`config.mk`:
```
export PLATFORM = sky130hd
export DESIGN_NAME = mem_req_scheduler
export DESIGN_NICKNAME = d
export VERILOG_FILES = /design/src/rtl/mem_sched_pkg.sv /design/src/rtl/mem_out_tracker.sv /design/src/rtl/mem_req_scheduler.sv
export SDC_FILE = /design/constraint.sdc
export NUM_CORES = 1
export LEC_CHECK = 0
export BUFFER_PORTS_ARGS = -buffer_cell sky130_fd_sc_hd__buf_2
export CORE_MARGIN = 2
export CORE_UTILIZATION = 23
export CTS_CLUSTER_SIZE = 30
export DETAILED_ROUTE_END_ITERATION = 8
export GPL_TIMING_DRIVEN = 0
export MAX_ROUTING_LAYER = met4
export PLACE_DENSITY = 0.51
export SYNTH_ARGS = -nofsm -noshare
export SYNTH_HDL_FRONTEND = slang
export SYNTH_SLANG_ARGS = --single-unit
```
`constraint.sdc`:
```
create_clock -name clk -period 2.8 [get_ports clk]
set_input_delay 0.56 -clock clk [delete_from_list [all_inputs] [get_ports clk]]
set_output_delay 0.56 -clock clk [all_outputs]
set_load 0.01 [all_outputs]
```
`src/rtl/mem_sched_pkg.sv`:
```
// Shared encodings and defaults for the memory request scheduler.
// Source ids double as bit 0 of the memory tag.
package mem_sched_pkg;

    localparam logic SRC_IC = 1'b0;
    localparam logic SRC_DC = 1'b1;

    typedef enum logic {
        IDLE  = 1'b0,
        WDATA = 1'b1
    } state_t;

    localparam int DEF_DATA_BEATS = 4;
    localparam int DEF_MAX_OUT    = 2;

    // Counter width able to hold values 0..n-1, never narrower than one bit.
    function automatic int cnt_w(input int n);
        return (n > 1) ? $clog2(n) : 1;
    endfunction

endpackage

```
`src/rtl/mem_out_tracker.sv`:
```
// Per-source read bookkeeping: tag sequence number, outstanding-read count
// and response beat position.
module mem_out_tracker
    import mem_sched_pkg::*;
#(
    parameter int TAG_W      = 5,
    parameter int DATA_BEATS = DEF_DATA_BEATS,
    parameter int MAX_OUT    = DEF_MAX_OUT
) (
    input  logic             clk,
    input  logic             reset,
    input  logic             i_accept,
    input  logic             i_resp_beat,
    output logic [TAG_W-2:0] o_seq,
    output logic             o_full
);

    localparam int OCW = cnt_w(MAX_OUT + 1);
    localparam int BCW = cnt_w(DATA_BEATS);

    logic [TAG_W-2:0] r_seq;
    logic [OCW-1:0]   r_out;
    logic [BCW-1:0]   r_beat;
    logic             w_last;
    logic             w_dec;

    assign w_last = i_resp_beat && (r_beat == BCW'(DATA_BEATS - 1));
    // A final beat with nothing outstanding is still routed but must not underflow.
    assign w_dec  = w_last && (r_out != '0);

    always_ff @(posedge clk) begin
        if (reset) begin
            r_seq  <= '0;
            r_out  <= '0;
            r_beat <= '0;
        end else begin
            if (i_accept)
                r_seq <= r_seq + 1'b1;
            if (i_resp_beat)
                r_beat <= w_last ? '0 : r_beat + 1'b1;
            if (i_accept && !w_dec)
                r_out <= r_out + 1'b1;
            else if (!i_accept && w_dec)
                r_out <= r_out - 1'b1;
        end
    end

    assign o_seq  = r_seq;
    assign o_full = (r_out >= OCW'(MAX_OUT));

endmodule

```
`src/rtl/mem_req_scheduler.sv`:
```
// Arbitrates icache/dcache onto one memory request channel, tags reads and
// steers response beats back by tag. MEM_SCHED_DC_PRIORITY_EN selects fixed dcache priority.
module mem_req_scheduler
    import mem_sched_pkg::*;
#(
    parameter int ADDR_W     = 28,
    parameter int TAG_W      = 5,
    parameter int DATA_BEATS = DEF_DATA_BEATS,
    parameter int MAX_OUT    = DEF_MAX_OUT
) (
    input  logic              clk,
    input  logic              reset,
    input  logic              ic_mem_req_valid,
    output logic              ic_mem_req_ready,
    input  logic [ADDR_W-1:0] ic_mem_req_addr,
    output logic              ic_mem_resp_valid,
    input  logic              dc_mem_req_valid,
    output logic              dc_mem_req_ready,
    input  logic              dc_mem_req_rw,
    input  logic [ADDR_W-1:0] dc_mem_req_addr,
    input  logic              dc_mem_req_data_valid,
    output logic              dc_mem_req_data_ready,
    output logic              dc_mem_resp_valid,
    output logic              mem_req_valid,
    input  logic              mem_req_ready,
    output logic              mem_req_rw,
    output logic [ADDR_W-1:0] mem_req_addr,
    output logic [TAG_W-1:0]  mem_req_tag,
    output logic              mem_req_data_valid,
    input  logic              mem_req_data_ready,
    input  logic              mem_resp_valid,
    input  logic [TAG_W-1:0]  mem_resp_tag
);

    localparam int WBW = cnt_w(DATA_BEATS);

    state_t           r_state;
    logic             r_lock;
    logic             r_lock_src;
    logic [WBW-1:0]   r_wbeat;
`ifndef MEM_SCHED_DC_PRIORITY_EN
    logic             r_rr_last;
`endif

    logic             w_ic_full;
    logic             w_dc_full;
    logic [TAG_W-2:0] w_ic_seq;
    logic [TAG_W-2:0] w_dc_seq;
    logic             w_ic_elig;
    logic             w_dc_elig;
    logic             w_gnt;
    logic             w_src;
    logic             w_accept;
    logic             w_wbeat;
    logic             w_ic_beat;
    logic             w_dc_beat;
    logic             w_unused_tag;

    assign w_ic_elig = ic_mem_req_valid && !w_ic_full;
    assign w_dc_elig = dc_mem_req_valid && (dc_mem_req_rw || !w_dc_full);

    // A stalled request stays with its source until memory takes it.
    always_comb begin
        w_gnt = 1'b0;
        w_src = SRC_IC;
        if (!reset && r_state == IDLE) begin
            if (r_lock) begin
                w_src = r_lock_src;
                w_gnt = (r_lock_src == SRC_DC) ? dc_mem_req_valid : ic_mem_req_valid;
            end else if (w_ic_elig && w_dc_elig) begin
                w_gnt = 1'b1;
`ifdef MEM_SCHED_DC_PRIORITY_EN
                w_src = SRC_DC;
`else
                w_src = (r_rr_last == SRC_DC) ? SRC_IC : SRC_DC;
`endif
            end else if (w_ic_elig) begin
                w_gnt = 1'b1;
                w_src = SRC_IC;
            end else if (w_dc_elig) begin
                w_gnt = 1'b1;
                w_src = SRC_DC;
            end
        end
    end

    assign w_accept = w_gnt && mem_req_ready;

    assign mem_req_valid    = w_gnt;
    assign mem_req_rw       = w_gnt && (w_src == SRC_DC) && dc_mem_req_rw;
    assign mem_req_addr     = !w_gnt ? '0 :
                              (w_src == SRC_DC) ? dc_mem_req_addr : ic_mem_req_addr;
    assign mem_req_tag      = !w_gnt ? '0 :
                              (w_src == SRC_DC) ? {w_dc_seq, SRC_DC} : {w_ic_seq, SRC_IC};
    assign ic_mem_req_ready = w_gnt && (w_src == SRC_IC) && mem_req_ready;
    assign dc_mem_req_ready = w_gnt && (w_src == SRC_DC) && mem_req_ready;

    assign mem_req_data_valid    = (r_state == WDATA) && dc_mem_req_data_valid;
    assign dc_mem_req_data_ready = (r_state == WDATA) && mem_req_data_ready;
    assign w_wbeat               = mem_req_data_valid && mem_req_data_ready;

    assign w_ic_beat         = !reset && mem_resp_valid && (mem_resp_tag[0] == SRC_IC);
    assign w_dc_beat         = !reset && mem_resp_valid && (mem_resp_tag[0] == SRC_DC);
    assign ic_mem_resp_valid = w_ic_beat;
    assign dc_mem_resp_valid = w_dc_beat;
    assign w_unused_tag      = ^mem_resp_tag[TAG_W-1:1];

    always_ff @(posedge clk) begin
        if (reset) begin
            r_state    <= IDLE;
            r_lock     <= 1'b0;
            r_lock_src <= SRC_IC;
            r_wbeat    <= '0;
`ifndef MEM_SCHED_DC_PRIORITY_EN
            r_rr_last  <= SRC_DC;
`endif
        end else begin
            case (r_state)
                IDLE: begin
                    if (w_accept) begin
                        r_lock <= 1'b0;
`ifndef MEM_SCHED_DC_PRIORITY_EN
                        r_rr_last <= w_src;
`endif
                        if (w_src == SRC_DC && dc_mem_req_rw) begin
                            r_state <= WDATA;
                            r_wbeat <= '0;
                        end
                    end else if (w_gnt) begin
                        r_lock     <= 1'b1;
                        r_lock_src <= w_src;
                    end
                end
                WDATA: begin
                    if (w_wbeat) begin
                        if (r_wbeat == WBW'(DATA_BEATS - 1)) begin
                            r_state <= IDLE;
                            r_wbeat <= '0;
                        end else begin
                            r_wbeat <= r_wbeat + 1'b1;
                        end
                    end
                end
                default: r_state <= IDLE;
            endcase
        end
    end

    mem_out_tracker #(
        .TAG_W      (TAG_W),
        .DATA_BEATS (DATA_BEATS),
        .MAX_OUT    (MAX_OUT)
    ) u_ic_trk (
        .clk         (clk),
        .reset       (reset),
        .i_accept    (w_accept && (w_src == SRC_IC)),
        .i_resp_beat (w_ic_beat),
        .o_seq       (w_ic_seq),
        .o_full      (w_ic_full)
    );

    mem_out_tracker #(
        .TAG_W      (TAG_W),
        .DATA_BEATS (DATA_BEATS),
        .MAX_OUT    (MAX_OUT)
    ) u_dc_trk (
        .clk         (clk),
        .reset       (reset),
        .i_accept    (w_accept && (w_src == SRC_DC) && !dc_mem_req_rw),
        .i_resp_beat (w_dc_beat),
        .o_seq       (w_dc_seq),
        .o_full      (w_dc_full)
    );

endmodule

```
# == Word level (Yosys, flattened, before mapping) ==
# Cells that the tools add are included.
# op_classes
n_reduce_logical,46
order_cmp,2
addsub,9
eq_ne,6
mux,33
n_bitwise,4
# ops
operator,n
2-to-1 mux 28 bit,2
logical AND 1 bit,28
2-to-1 mux 2 bit,10
2-to-1 mux 1 bit,17
"adder 2 x 1 -> 2 bit, second input constant",5
2-to-1 mux 5 bit,2
nonzero test 2 bit,5
"adder 4 x 1 -> 4 bit, second input constant",2
zero test 1 bit,8
"equality test 2 bit, second input constant",3
AND reduction 3 bit,2
"greater-or-equal comparator 2 bit, second input constant",2
"inequality test 2 x 1 -> 1 bit, second input constant",2
NOT 1 bit,4
case mux 2 bit (2 select lines),1
AND reduction 2 bit,2
"subtractor 2 x 1 -> 2 bit, second input constant",2
"inequality test 2 bit, second input constant",1
case mux 1 bit (2 select lines),1
logical OR 1 bit,1
# word_totals
wordCells,111
register_bits,22
output_inout_bits,41
input_bits,70

# == Depth between registers and ports, before layout ==
# logic_depth
depth_word,16
mapped_depth,9
depth_no_buf,8

# == Modules after synthesis ==
# Synthesis repeated with hierarchy kept, for this count alone.
# unflattened
cells_unflattened,161
hier_area_um2,1491.4
# modules_own_cells
module,cells_each,area_each_um2,n_inst,seq_area_each_um2
mem_req_scheduler,89,800.8,1,120.1
mem_out_tracker,36,345.3,2,160.2

# == Worst setup path before layout ==
# OpenSTA, ideal clock, no wires.
# synth_path
path_type,input port to flip-flop
from,in reset
to,reg u_ic_trk.r_out[1]
path_slack_ns,0.452
t_arrival_ns,2.277
required_ns,2.729
n_path_buf,1
cell_stages,6
setup_time_ns,0.071
cell_sequence,buf_2 nor3b_1 o211ai_1 ha_1 or3_1 a21oi_1
# synth_via
elab_chain_len,8
elab_cells_between_ends,17
cone_classes,mux: 3; bitwise: 1; reduce/logical: 13
# synth_rtl
item,line_no,source
start: declaration,mem_req_scheduler.sv:12,"input logic reset,"
zero test 1 bit *,mem_req_scheduler.sv:102,assign w_ic_beat = !reset && mem_resp_valid && (mem_resp_tag[0] == SRC_IC);
logical AND 1 bit * (2 in series),mem_req_scheduler.sv:102,
named net ic_mem_resp_valid,mem_req_scheduler.sv:16,"output logic ic_mem_resp_valid,"
logical AND 1 bit *,mem_out_tracker.sv:27,assign w_last = i_resp_beat && (r_beat == BCW'(DATA_BEATS - 1));
logical AND 1 bit *,mem_out_tracker.sv:29,assign w_dec = w_last && (r_out != '0);
zero test 1 bit,mem_out_tracker.sv:41,if (i_accept && !w_dec)
logical AND 1 bit,mem_out_tracker.sv:41,
2-to-1 mux 2 bit / nonzero test 2 bit (equally long branches),n/a,
end signal: assignment,mem_out_tracker.sv:42,r_out <= r_out + 1'b1;
end signal: assignment,mem_out_tracker.sv:44,r_out <= r_out - 1'b1;
end: declaration,mem_out_tracker.sv:22,logic [OCW-1:0] r_out;
# The timed path passes the listed nets; every way through them passes the cells marked *.
# A chain may end at the register's enable or synchronous reset.

# == Final worst setup path ==
# layout_path
from,in dc_mem_req_rw
to,out mem_req_addr[26]
# layout_via
elab_chain_len,9
elab_cells_between_ends,14
cone_classes,mux: 11; reduce/logical: 3
# layout_rtl
item,line_no,source
start: declaration,mem_req_scheduler.sv:19,"input logic dc_mem_req_rw,"
logical OR 1 bit *,mem_req_scheduler.sv:60,assign w_dc_elig = dc_mem_req_valid && (dc_mem_req_rw || !w_dc_full);
logical AND 1 bit *,mem_req_scheduler.sv:60,
2-to-1 mux 1 bit,mem_req_scheduler.sv:80,end else if (w_dc_elig) begin
2-to-1 mux 1 bit,mem_req_scheduler.sv:77,end else if (w_ic_elig) begin
2-to-1 mux 1 bit,mem_req_scheduler.sv:70,end else if (w_ic_elig && w_dc_elig) begin
2-to-1 mux 1 bit,mem_req_scheduler.sv:67,if (r_lock) begin
2-to-1 mux 1 bit,mem_req_scheduler.sv:66,if (!reset && r_state == IDLE) begin
2-to-1 mux 28 bit,mem_req_scheduler.sv:92,(w_src == SRC_DC) ? dc_mem_req_addr : ic_mem_req_addr;
2-to-1 mux 28 bit *,mem_req_scheduler.sv:91,assign mem_req_addr = !w_gnt ? '0 :
end: declaration,mem_req_scheduler.sv:27,"output logic [ADDR_W-1:0] mem_req_addr,"
# Every way passes the cells marked *; elsewhere a longest branch is shown, timed or not.

==> run summary <==
Setup violations remaining at the end of the flow were counted as 0. In this run, the number of DRC markers left after iteration 0 of detailed routing was 66. Once the floorplan was initialized, standard cells occupied 23.8% of the core.

The tools report the worst setup path endpoint as mem_req_addr[26]. The area added between synthesis and finish came out at 47.6%. At the end of routability-driven placement, the weighted congestion stood at 0.728. The run gives 1.21 nW as the leakage power summed over all cells.

The reg-to-reg startpoint is u_dc_trk.r_out[1]. The worst pin sits at a relative slew slack of 57.6%. The logs give 0 for the count of maximum capacitance violations and 1630 for the via count of the first global-routing pass.

The flow ran to the end, and the final reports show no timing, DRC or antenna violations. The floorplan step set the die width to 87.8 um. The per-instance average area after synthesis was 6.87 sq um.

For the worst-skew pair, the clock arrives at the later sink with an insertion delay of 0.27 ns. TritonCTS built the clock tree. The number of different library cells in the post-synthesis netlist was 41. Number of buffers added on ports: 105. Synthesis produced a netlist with a net count of 312. The repair_antennas step left the layout with diodes totalling 0. Share of the yosys chip area belonging to registers: 27.3%. The run gives 3 as the number of clock buffers inserted by TritonCTS. dfxtp_1 takes more of the synthesized area than any other cell. The logs give 421 for the total number of nets in the final design and 0.168 ns for the smallest setup slack after layout.

The post-route clock period utilization was 94.0%; the fraction of final layout cells with drive strength greater than 1 was 38.5%. No sink is reached through more buffers than the 2 on the longest clock path. For the data required time of the critical path, the log shows 2.24 ns. The worst hold path begins at u_ic_trk.r_beat[1]. The top-area cell type share of the netlist area is 27.3%. The flop-to-flop setup slack is 0.52 ns. In the layout the commonest cells are 109 x buf_2, 68 x nand2_1, 37 x a21oi_1.

For the wire length of the first global-routing pass, the log shows 7550 um. The cell area that synthesis handed to floorplanning was 1620 sq um. The post-route clock skew was 0.0130 ns.

Setup repair after global routing left no endpoint under its margin. Clock-pin slew was measured on the worst setup and hold paths at 0.08 ns. The most used flip-flop cell after synthesis is dfxtp_1. The tools report the depth of the CTS H-tree as 1.

The total count of max-transition violations in the final report came out at 0. Power spread over the standard cell area amounts to 425 nW/um^2. Critical path endpoint category: a primary output. The number of setup buffers added after CTS is 0.

Startpoint-to-endpoint class of the critical path: in -> out. The logs give 0 ns for the final-layout setup total negative slack and 14 for the maximum number of pins on one net before global-route repair. For the pin with the worst max-slew slack, the measured transition is 0.635 ns.

The fraction of the core area covered by cells at the end of the flow is 35.1%. The clock drives 22 sinks. The number of hold violations in the final report was 0; the flip-flop and latch count after synthesis was 22. The worst hold path cell count is 2.

The HPWL after detailed placement is 4010 um. IR analysis of the VDD net gives a maximum drop of 176 uV. Largest driver fanout on the critical path: 10. Summed over all layers, the routed wires come to 5070 um.

Sorting the synthesized cells by area gives the leading types as dfxtp_1 27%, nand2_1 16%, a21oi_1 11%. The logs give 111 for the number of placed I/O pins and 0 for the DRC violation count after routing. Leaving out fill and tap cells, the most frequent cell in the layout is buf_2.

Clock tree synthesis selected as its root buffer the cell clkbuf_8. Summed over all layers, the global routing overflow is 0. The async set or reset register ratio after synthesis is 0%.

The initial antenna violation count is 0. Path type of the worst min-delay path: reg -> reg. The vertical die dimension works out to 87.8 um. In the synthesized netlist, the number of instances is 235. The die covers 7710 sq um. In this run the remaining antenna-violating nets after routing total 0. The global-route usage over all layers is 12.7%. The element type at the critical path start was an input pin.

Summing over every cut layer, the via total after detailed routing is 1945. After detailed routing, the average wire length per cell comes to 11.5 um. In this run the worst setup path begins at dc_mem_req_rw. Timing analysis after detailed placement gives a worst setup slack of 0.0137 ns.

The clock period could shrink to 2.63 ns. The logic depth of the worst register-to-register path was 7; the number of enable-type register cells in the synthesized netlist was 0. Derived from the worst setup path, the maximum achievable clock frequency is 380 MHz. The worst register-to-register path ends at u_ic_trk.r_out[1]. The Yosys step of the flow raised 0 warnings.

Data arrives at the worst endpoint at 2.07 ns. The region available for standard cell placement spans 6790 sq um. In the routed layout, each cell is associated on average with a via count of 4.43.

The initialized floorplan defines 30 standard-cell rows. Number of iterations in the first detailed-routing pass: 4.
[cell usage after synthesis, types with 2 or more instances]
cell,count
clkbuf_1,2
ha_1,7
nand3_1,5
o21ai_0,4
o211ai_1,2
or3_1,2
buf_2,12
and2_1,2
nor2_1,16
a21oi_1,37
nor3_1,3
dfxtp_1,22
nand2_1,68
o21ai_1,2
xor2_1,4
o41ai_1,2
a221oi_1,2
and3_1,2
nand3b_1,3
inv_1,6
nand2b_1,6
mux2i_1,7
[cell type report]
class	instances	area [sq um]
fillers	709	4410
multi-input cells	192	1120
repair buffers	105	526
flip-flops and latches	22	440
well taps	96	120
plain buffers	14	87.6
clock buffers	3	41.3
clock inverters	1	30.0
inverters	6	22.5
[power by group]
part / switching, mW / leakage [nW] / internal [mW]
clock network: 0.116 / 0.0357 / 0.191
logic: 0.208 / 0.998 / 0.155
registers: 0.0158 / 0.179 / 0.327
total: 0.340 / 1.21 / 0.673
[kinds of logic (layout without fill, tap and decap cells)]
group | after synthesis | in the layout | share of synthesized area, %
adder cells (fa/ha/maj) | 7 | 7 | 5.42
XOR/XNOR | 5 | 5 | 2.71
AND/OR/NAND/NOR | 117 | 117 | 33.9
buffers and inverters | 21 | 129 | 6.04
AO/OA/AOI/OAI | 55 | 55 | 19.6
multiplexers | 8 | 8 | 5.03
flip-flops | 22 | 22 | 27.3
[timing repair]
action,4_1_cts,5_1_grt
endpoints found under the setup margin,0,32
endpoints found under the hold margin,0,0
gates resized for setup,0,17
hold buffers,0,0
[worst max-delay path, cell delays in order]
cell	delay (ns)
buf_2	0.15
or2b_4	0.29
a21oi_4	0.21
or2_2	0.26
buf_4	0.21
nand2_1	0.06
a21oi_1	0.16
buf_2	0.15
[worst min path at each step]
stage	to	slack, ns
finish	u_ic_trk.r_beat[1]	0.48
global route	u_dc_trk.r_beat[1]	0.51
CTS	u_dc_trk.r_beat[1]	0.49
detailed placement	u_dc_trk.r_beat[1]	0.47
global placement	u_ic_trk.o_seq[3]	0.47
floorplan	u_dc_trk.o_seq[3]	0.45
[stage by stage]
stage	power, mW	hold slack, ns	cell area (sq um)	cells
6_report	1.01	0.484	2380	439
5_1_grt	1.08	0.507	2380	439
4_1_cts	1.01	0.489	2330	440
3_5_place_dp	0.701	0.473	2260	436
3_3_place_gp	0.697	0.465	2260	436
2_1_floorplan	0.560	0.448	1620	235
[sequential cells by signal, summed over array words and instances, names as in the netlist, 2 cells and up]
register,count
u_dc_trk.o_seq,4
u_ic_trk.o_seq,4
r_wbeat,2
u_dc_trk.r_beat,2
u_dc_trk.r_out,2
u_ic_trk.r_beat,2
u_ic_trk.r_out,2
[routing by layer]
layer	share of wire [%]	up-vias	track usage (%)
met4	1.7	0	3.36
met3	8.3	7	3.11
met2	45	79	21.6
met5	0	-	-
li1	-	1011	-
met1	45	848	14.9
Power figures use the tool's default switching activity.
